**src/rtl/handshake_rr_arbiter.sv**
```systemverilog
// ---------------------------------------------------------------------------
// handshake_rr_arbiter
//
// Shares one downstream ready/valid channel between N upstream ready/valid
// requesters using round-robin priority. The winning beat and its source
// index are registered into a single-entry output stage. When the consumer
// drains and a new beat is accepted on the same edge, the stage refills, so
// the block sustains one transfer per cycle.
//
// Handshake semantics, on every channel: a beat transfers on a rising CLK
// edge where valid and ready are both high. A producer holds its data
// stable while valid is high and ready is low. The output stage obeys this.
// An upstream requester may withdraw valid without a transfer, and the
// grant is recomputed every cycle.
//
// Ports:
//   CLK          clock, rising edge
//   ASYNCRESETN  asynchronous active-low reset
//   in_valid     [N]        per-requester valid
//   in_ready     [N]        per-requester ready (one-hot or zero)
//   in_data      [N*WIDTH]  requester i at [i*WIDTH +: WIDTH]
//   out_valid               output stage holds a beat
//   out_ready               consumer accepts the beat
//   out_data     [WIDTH]    registered beat data
//   out_id       [IDW]      source index of out_data
//   dbg_state               output-stage FSM state (0 = EMPTY, 1 = FULL)
//   dbg_ptr      [IDW]      round-robin pointer (highest-priority requester)
// ---------------------------------------------------------------------------
module handshake_rr_arbiter #(
    parameter int N     = 3,
    parameter int WIDTH = 4,
    parameter int IDW   = $clog2(N)
) (
    input  logic               CLK,
    input  logic               ASYNCRESETN,
    input  logic [N-1:0]       in_valid,
    output logic [N-1:0]       in_ready,
    input  logic [N*WIDTH-1:0] in_data,
    output logic               out_valid,
    input  logic               out_ready,
    output logic [WIDTH-1:0]   out_data,
    output logic [IDW-1:0]     out_id,
    output logic               dbg_state,
    output logic [IDW-1:0]     dbg_ptr
);

    typedef enum logic {
        EMPTY = 1'b0,
        FULL  = 1'b1
    } state_t;

    state_t           state;
    state_t           state_next;
    logic [IDW-1:0]   ptr;
    logic [IDW-1:0]   ptr_next;
    logic [WIDTH-1:0] data_next;
    logic [IDW-1:0]   id_next;

    logic             can_accept;
    logic             any_valid;
    logic             accept;
    logic [IDW-1:0]   gnt;
    logic [WIDTH-1:0] gnt_data;

    // Grant search
    // hi_* is the lowest valid index at or above ptr. lo_* is the lowest
    // valid index overall. If nothing is valid at or above ptr, the search
    // wraps to lo_*. This gives the circular scan ptr, ptr+1, ...
    // without any modulo arithmetic on ptr, so non-power-of-two N is safe.
    logic             hi_found;
    logic             lo_found;
    logic [IDW-1:0]   hi_idx;
    logic [IDW-1:0]   lo_idx;

    always_comb begin
        hi_found = 1'b0;
        lo_found = 1'b0;
        hi_idx   = '0;
        lo_idx   = '0;
        // The loop runs downward, so the last hit it records is the lowest index.
        for (int i = N - 1; i >= 0; i--) begin
            if (in_valid[i]) begin
                lo_found = 1'b1;
                lo_idx   = IDW'(i);
                if (i >= int'(ptr)) begin
                    hi_found = 1'b1;
                    hi_idx   = IDW'(i);
                end
            end
        end
        any_valid = lo_found;
        gnt       = hi_found ? hi_idx : lo_idx;
    end

    // Data mux for the granted requester
    always_comb begin
        gnt_data = '0;
        for (int i = 0; i < N; i++) begin
            if (gnt == IDW'(i)) begin
                gnt_data = in_data[i*WIDTH +: WIDTH];
            end
        end
    end

    // Ready and accept
    // The stage can take a beat when it is empty or is draining this cycle.
    // Ready is gated by the reset input, so no requester sees ready while
    // reset is asserted, including the part of a cycle before the next edge.
    assign can_accept = (state == EMPTY) || out_ready;
    assign accept     = ASYNCRESETN && can_accept && any_valid;

    always_comb begin
        in_ready = '0;
        for (int i = 0; i < N; i++) begin
            in_ready[i] = accept && (gnt == IDW'(i));
        end
    end

    // Next-state logic for the output stage and the pointer
    always_comb begin
        state_next = state;
        ptr_next   = ptr;
        data_next  = out_data;
        id_next    = out_id;

        case (state)
            EMPTY: begin
                if (accept) begin
                    state_next = FULL;
                end
            end
            FULL: begin
                if (accept) begin
                    state_next = FULL;   // drain and refill on the same edge
                end else if (out_ready) begin
                    state_next = EMPTY;
                end else begin
                    state_next = FULL;   // hold under backpressure
                end
            end
            default: begin
                state_next = EMPTY;
            end
        endcase

        // The pointer moves only on an accept. Backpressure alone never
        // rotates priority.
        if (accept) begin
            data_next = gnt_data;
            id_next   = gnt;
            ptr_next  = (gnt == IDW'(N - 1)) ? '0 : gnt + 1'b1;
        end
    end

    // State registers
    always_ff @(posedge CLK or negedge ASYNCRESETN) begin
        if (!ASYNCRESETN) begin
            state    <= EMPTY;
            ptr      <= '0;
            out_data <= '0;
            out_id   <= '0;
        end else begin
            state    <= state_next;
            ptr      <= ptr_next;
            out_data <= data_next;
            out_id   <= id_next;
        end
    end

    assign out_valid = (state == FULL);
    assign dbg_state = logic'(state);
    assign dbg_ptr   = ptr;

endmodule

```
**config.mk**
```make
export PLATFORM = sky130hd
export DESIGN_NAME = handshake_rr_arbiter
export DESIGN_NICKNAME = d
export VERILOG_FILES = /design/src/rtl/handshake_rr_arbiter.sv
export SDC_FILE = /design/constraint.sdc
export NUM_CORES = 1
export LEC_CHECK = 0
export CELL_PAD_IN_SITES_DETAIL_PLACEMENT = 1
export CELL_PAD_IN_SITES_GLOBAL_PLACEMENT = 1
export CORE_UTILIZATION = 29
export DETAILED_ROUTE_END_ITERATION = 10
export PLACE_DENSITY_LB_ADDON = 0.1
export SETUP_SLACK_MARGIN = 0.5
export SLEW_MARGIN = 20
export SYNTH_ARGS = -nofsm -noshare
export SYNTH_HDL_FRONTEND = slang
export SYNTH_SLANG_ARGS = --single-unit
```
**constraint.sdc**
```tcl
create_clock -name CLK -period 1.9 [get_ports CLK]
set_input_delay 0.38 -clock CLK [delete_from_list [all_inputs] [get_ports CLK]]
set_output_delay 0.38 -clock CLK [all_outputs]
set_load 0.05 [all_outputs]
```
# ---- Word level (Yosys, flattened, before mapping)
# Index checks and enable logic that the tools add are counted.
dict set report word_totals {
  out_inout_bits 13
  word_cells 45
  regBits 9
  in_bits 18
}
dict set report classes {
  add_sub_neg 1
  muxes 27
  reduce_logical 7
  n_eq_ne 2
  order_cmp 3
  bitwise 1
}
# cell count
set ops {}
lappend ops {{two-way mux 2 bit} 11}
lappend ops {{two-way mux 1 bit} 12}
lappend ops {{two-way mux 4 bit} 3}
lappend ops {{logical AND 1 bit} 5}
lappend ops {{greater-or-equal comparator 1 x 2 -> 1 bit, first input constant} 2}
lappend ops {{adder 2 x 1 -> 2 bit, second input constant} 1}
lappend ops {{equality test 2 x 1 -> 1 bit, second input constant} 1}
lappend ops {{equality test 2 bit, second input constant} 1}
lappend ops {{greater-or-equal comparator 2 bit, first input constant} 1}
lappend ops {{zero test 2 bit} 1}
lappend ops {{case mux 1 bit (2 select lines)} 1}
lappend ops {{logical OR 1 bit} 1}
lappend ops {{inverter 1 bit} 1}

# ---- Logic depth before layout (Yosys ltp)
dict set report depth {
  ltp_word 12
  mapped_depth 6
  ltp_nobuf 4
}

# ---- Least setup slack after synthesis
# No wires, ideal clock.
dict set report synth_timing {
  kind {register to output}
  from {reg ptr[1], in the netlist dbg_ptr[1]}
  to {out in_ready[2]}
  arrival_ns 1.869
  setup_slack_ns -0.349
  required_ns 1.520
  path_buffers 1
  stages_incl_launch_ff 6
  cell_sequence {dfrtp_1 > buf_2 > nor3b_1 > a211o_1 > nand2_1 > nor2_1}
}
dict set report synth_via {
  elab_chain_len 10
  word_cells_on_any_way 18
  cone_classes {3 x order compare; 1 x eq/ne; 13 x mux; 1 x reduce/logical}
}
# item line_no
set synth_lines {}
lappend synth_lines {{from (decl)} 54} ;# logic [IDW-1:0] ptr;
lappend synth_lines {{from (signal assigned)} 164} ;# ptr <= ptr_next;
lappend synth_lines {{greater-or-equal comparator 2 bit} 85} ;# if (i >= int'(ptr)) begin
lappend synth_lines {{two-way mux 1 bit or two-way mux 2 bit (tied branches)} 85}
lappend synth_lines {{two-way mux 1 bit or two-way mux 2 bit (tied branches)} 82} ;# if (in_valid[i]) begin
lappend synth_lines {{two-way mux 1 bit or two-way mux 2 bit (tied branches)} 85}
lappend synth_lines {{two-way mux 1 bit or two-way mux 2 bit (tied branches)} 82}
lappend synth_lines {{two-way mux 1 bit or two-way mux 2 bit (tied branches)} 85}
lappend synth_lines {{two-way mux 1 bit or two-way mux 2 bit (tied branches)} 82}
lappend synth_lines {{two-way mux 2 bit *} 92} ;# gnt = hi_found ? hi_idx : lo_idx;
lappend synth_lines {{equality test 2 bit *} 115} ;# in_ready[i] = accept && (gnt == IDW'(i));
lappend synth_lines {{logical AND 1 bit *} 115}
lappend synth_lines {{to (decl)} 37} ;# output logic [N-1:0] in_ready,
# Every way passes the cells marked *; elsewhere a longest branch is shown, timed or not.

# ---- Final worst setup path
dict set report layout_timing {
  from {reg ptr[1], in the netlist dbg_ptr[1]}
  to {out in_ready[0]}
}
dict set report layout_via {
  elab_chain_len 10
  word_cells_on_any_way 18
  cone_classes {3 x order compare; 13 x mux; 2 x reduce/logical}
}
# item line_no
set layout_lines {}
lappend layout_lines {{greater-or-equal comparator 2 bit} 85}
lappend layout_lines {{two-way mux 1 bit or two-way mux 2 bit (tied branches)} 85}
lappend layout_lines {{two-way mux 1 bit or two-way mux 2 bit (tied branches)} 82}
lappend layout_lines {{two-way mux 1 bit or two-way mux 2 bit (tied branches)} 85}
lappend layout_lines {{two-way mux 1 bit or two-way mux 2 bit (tied branches)} 82}
lappend layout_lines {{two-way mux 1 bit or two-way mux 2 bit (tied branches)} 85}
lappend layout_lines {{two-way mux 1 bit or two-way mux 2 bit (tied branches)} 82}
lappend layout_lines {{two-way mux 2 bit *} 92}
lappend layout_lines {{zero test 2 bit *} 115}
lappend layout_lines {{logical AND 1 bit *} 115}
# Marks and branches as above.

==> run_results.csv <==
group,metric,value,unit
clock_network,cts_max_level,1,
global_route,track_usage,21.8,%
clock_network,cts_tree,"yes",
routing,post-route-drc-count,0,
logic_synthesis,post_synth_num_cell_types,27,
timing,relSlewSlack,82.0,%
pwr,internal_power,0.000558,W
layout,fin_nets,127,
outcome,outcome,"finished clean",
logic_synthesis,synth_area_per_cell,10.0,um2
timing,clock.fmax,542,MHz
timing,hold_violations,0,
pwr,seq_power_share,26.7,%
layout,drive_above_1_share,56.5,%
global_route,antenna_found_initial,0,
floorplan,die_area,0.00215,mm2
routing,drt-wirelength-per-cell,15.2,um
timing,fin_worst_skew,10.3,ps
logic_synthesis,ys_warn_count,0,
logic_synthesis,synthesis.nets,75,
layout,final_cell_mix,"buf_4 (16), clkdlybuf4s50_1 (12), buf_2 (8)",
clock_network,cts-hold-fix-buffers,0,
logic_synthesis,synth_top_area_share,39.5,%
floorplan,die_h,46.4,um
pwr,p_leak,0.522,nW
logic_synthesis,yosys.area.top_type,"dfrtp_1",
global_route,grt_pass1_vias,672,
worst_setup_path,crit_type,"reg -> out",
pwr,ir_worst_vdd,0.000511,V
pwr,p_sw,0.000440,W
timing,worst_slew_pin_slew,270,ps
global_route,grt_overflow,0,
hold_path,min_path_type,"in -> async",
worst_setup_path,cp.arrival,1470,ps
clock_network,path_clk_slew,80,ps
layout,areaGrowthSynthToFinish,98.7,%
logic_synthesis,ys_top_cells_by_area,"dfrtp_1 (39%), a21oi_2 (6.1%), a32oi_1 (6.1%)",
worst_setup_path,cp_cell_sequence,"nand2b_1, a31o_2, and2_4, buf_12",
timing,min_period,1850,ps
logic_synthesis,synthCells,57,
routing,vias_per_cell,4.96,
layout,fill_cells,196,
timing,drv_slew,0,
floorplan,core,0.00178,mm2
pwr,power.density,881,mW/mm2
routing,drtPass1Iterations,4,
timing,rsz0062_at_grt,"yes",
placement,io_buffers,30,
logic_synthesis,synthesis.area,571,um2
logic_synthesis,synth_seq_cells,9,
logic_synthesis,ys_seq_area_share,39.5,%
worst_setup_path,cp_max_fo,8,
floorplan,start_util,32.0,%
worst_setup_path,required,1520,ps
clock_network,cts-root-buf,"clkbuf_4",
placement,gp_congestion,0.684,
floorplan,die_width,46.4,um
layout,layout_commonest_cell,"buf_4",
timing,fin_crit_sh,97.2,%
floorplan,fp-row-count,15,
routing,drt-initial-drc-count,6,
worst_setup_path,cp-end-kind,"output port",
routing,routed_wl,2.03,mm
placement,hpwlAfterDp,1.34,mm
worst_setup_path,worst_path_largest_cell_delay,480,ps
run,cap_violations,0,
routing,detail-route-antenna-nets,0,
clock_network,clock-sinks,9,
pwr,combPwrFrac,56.7,%
clock_network,clk_latency,280,ps
pwr,switching_share,44.1,%
worst_setup_path,critPathLaunchType,"flip-flop",
timing,setup_violations,0,
global_route,grt_max_degree,11,
pwr,power.total,0.000998,W
floorplan,ios,31,
timing,tns,0,ps
worst_setup_path,cp_slowest_cell,"dfrtp_2",
global_route,grt_pass1_wl,3.08,mm
clock_network,numCtsBuffers,3,
routing,vias,660,
layout,final_util,63.6,%
pwr,clockPowerShare,16.6,%
layout,antennaDiodeCount,0,
clock_network,clockBufferDepth,2,
## registers in the layout, summed over array words and instances, names as in the netlist
name,flops
dbg_ptr,2
out_id,2
dbg_state,1
out_data,4
## repair_timing
action / in CTS / in global routing
setup endpoints to repair: 19 / 15
pin swaps: 3 / 6
cloned: 0 / 1
setup buffers: 4 / 4
resized for setup: 44 / 21
## metrics by stage
stage,setup slack [ps],hold WS (ps),cells,cell area [um2]
after floorplan,164,84.4,57,603
after global placement,-131,460,120,1000
after detailed placement,-169,478,120,1000
after CTS,81.9,213,128,1060
after global routing,11.7,231,133,1130
final,53.9,213,133,1130
## final cells by class
cell class              count  area, um2  share of cell area, %
repair buffers             51        478                   42.2
multi-input cells          43        365                   32.2
flip-flops and latches      9        229                   20.2
well taps                  25       31.3                   2.76
clock buffers               4       26.3                   2.32
inverters                   1       3.75                  0.331
## cells in the mapped netlist, drive strengths merged
cell type and number:
a211o 1, or2b 1, nor2 7, and2 2
nand2b 2, a31oi 1, o31ai 1, dfrtp 9
o22ai 1, buf 4, nand3b 1, nand2 5
o21ai 1, a21oi 10, o211a 1, a31o 1
a21o 2, nor3b 1, inv 1, nor2b 1
a32oi 4
## power groups by stage
stage          registers [W]  clock network [W]  logic, W
5_1_grt             0.000273           0.000178  0.000593
6_report            0.000267           0.000165  0.000566
3_3_place_gp        0.000272                  0  0.000493
3_5_place_dp        0.000275                  0  0.000497
4_1_cts             0.000265           0.000176  0.000515
2_1_floorplan       0.000398                  0  0.000179
## worst max-delay path, delay by kind of cell (launching register included)
family                 cells  cell delay [ps]
AND/OR/NAND/NOR            2              340
flip-flops                 1              480
buffers and inverters      1              140
AO/OA/AOI/OAI              1              220
## logic make-up (layout without fill, tap and decap cells)
logic type | Yosys count | count (layout) | synth area share [%]
compound gates | 23 | 23 | 32.9
simple gates | 20 | 20 | 19.3
buf+inv | 5 | 56 | 8.33
flops | 9 | 9 | 39.5
## per-layer routing
| metal | vias up | global-route usage (%) | part of all wire [%] |
|---|---|---|---|
| li1 | 310 | - | - |
| met3 | 5 | 3.53 | 3.4 |
| met4 | 0 | 14.1 | 2.3 |
| met1 | 320 | 25.4 | 41 |
| met2 | 25 | 36.1 | 53 |
| met5 | - | 0 | 0 |
## path summary, 6_finish.rpt
path,start,slack [ps],to,depth (start not counted)
worst min register to register,out_id[0],490,out_id[0],1
min in group CLK,out_id[0],490,out_id[0],1
max in group asynchronous,ASYNCRESETN,1510,dbg_state,2
worst min-delay path,ASYNCRESETN,210,dbg_ptr[1],2
worst max-delay path,dbg_ptr[1],50,in_ready[0],4
worst max register to register,dbg_ptr[0],440,out_data[2],6
(Power assumes the default switching activity.)
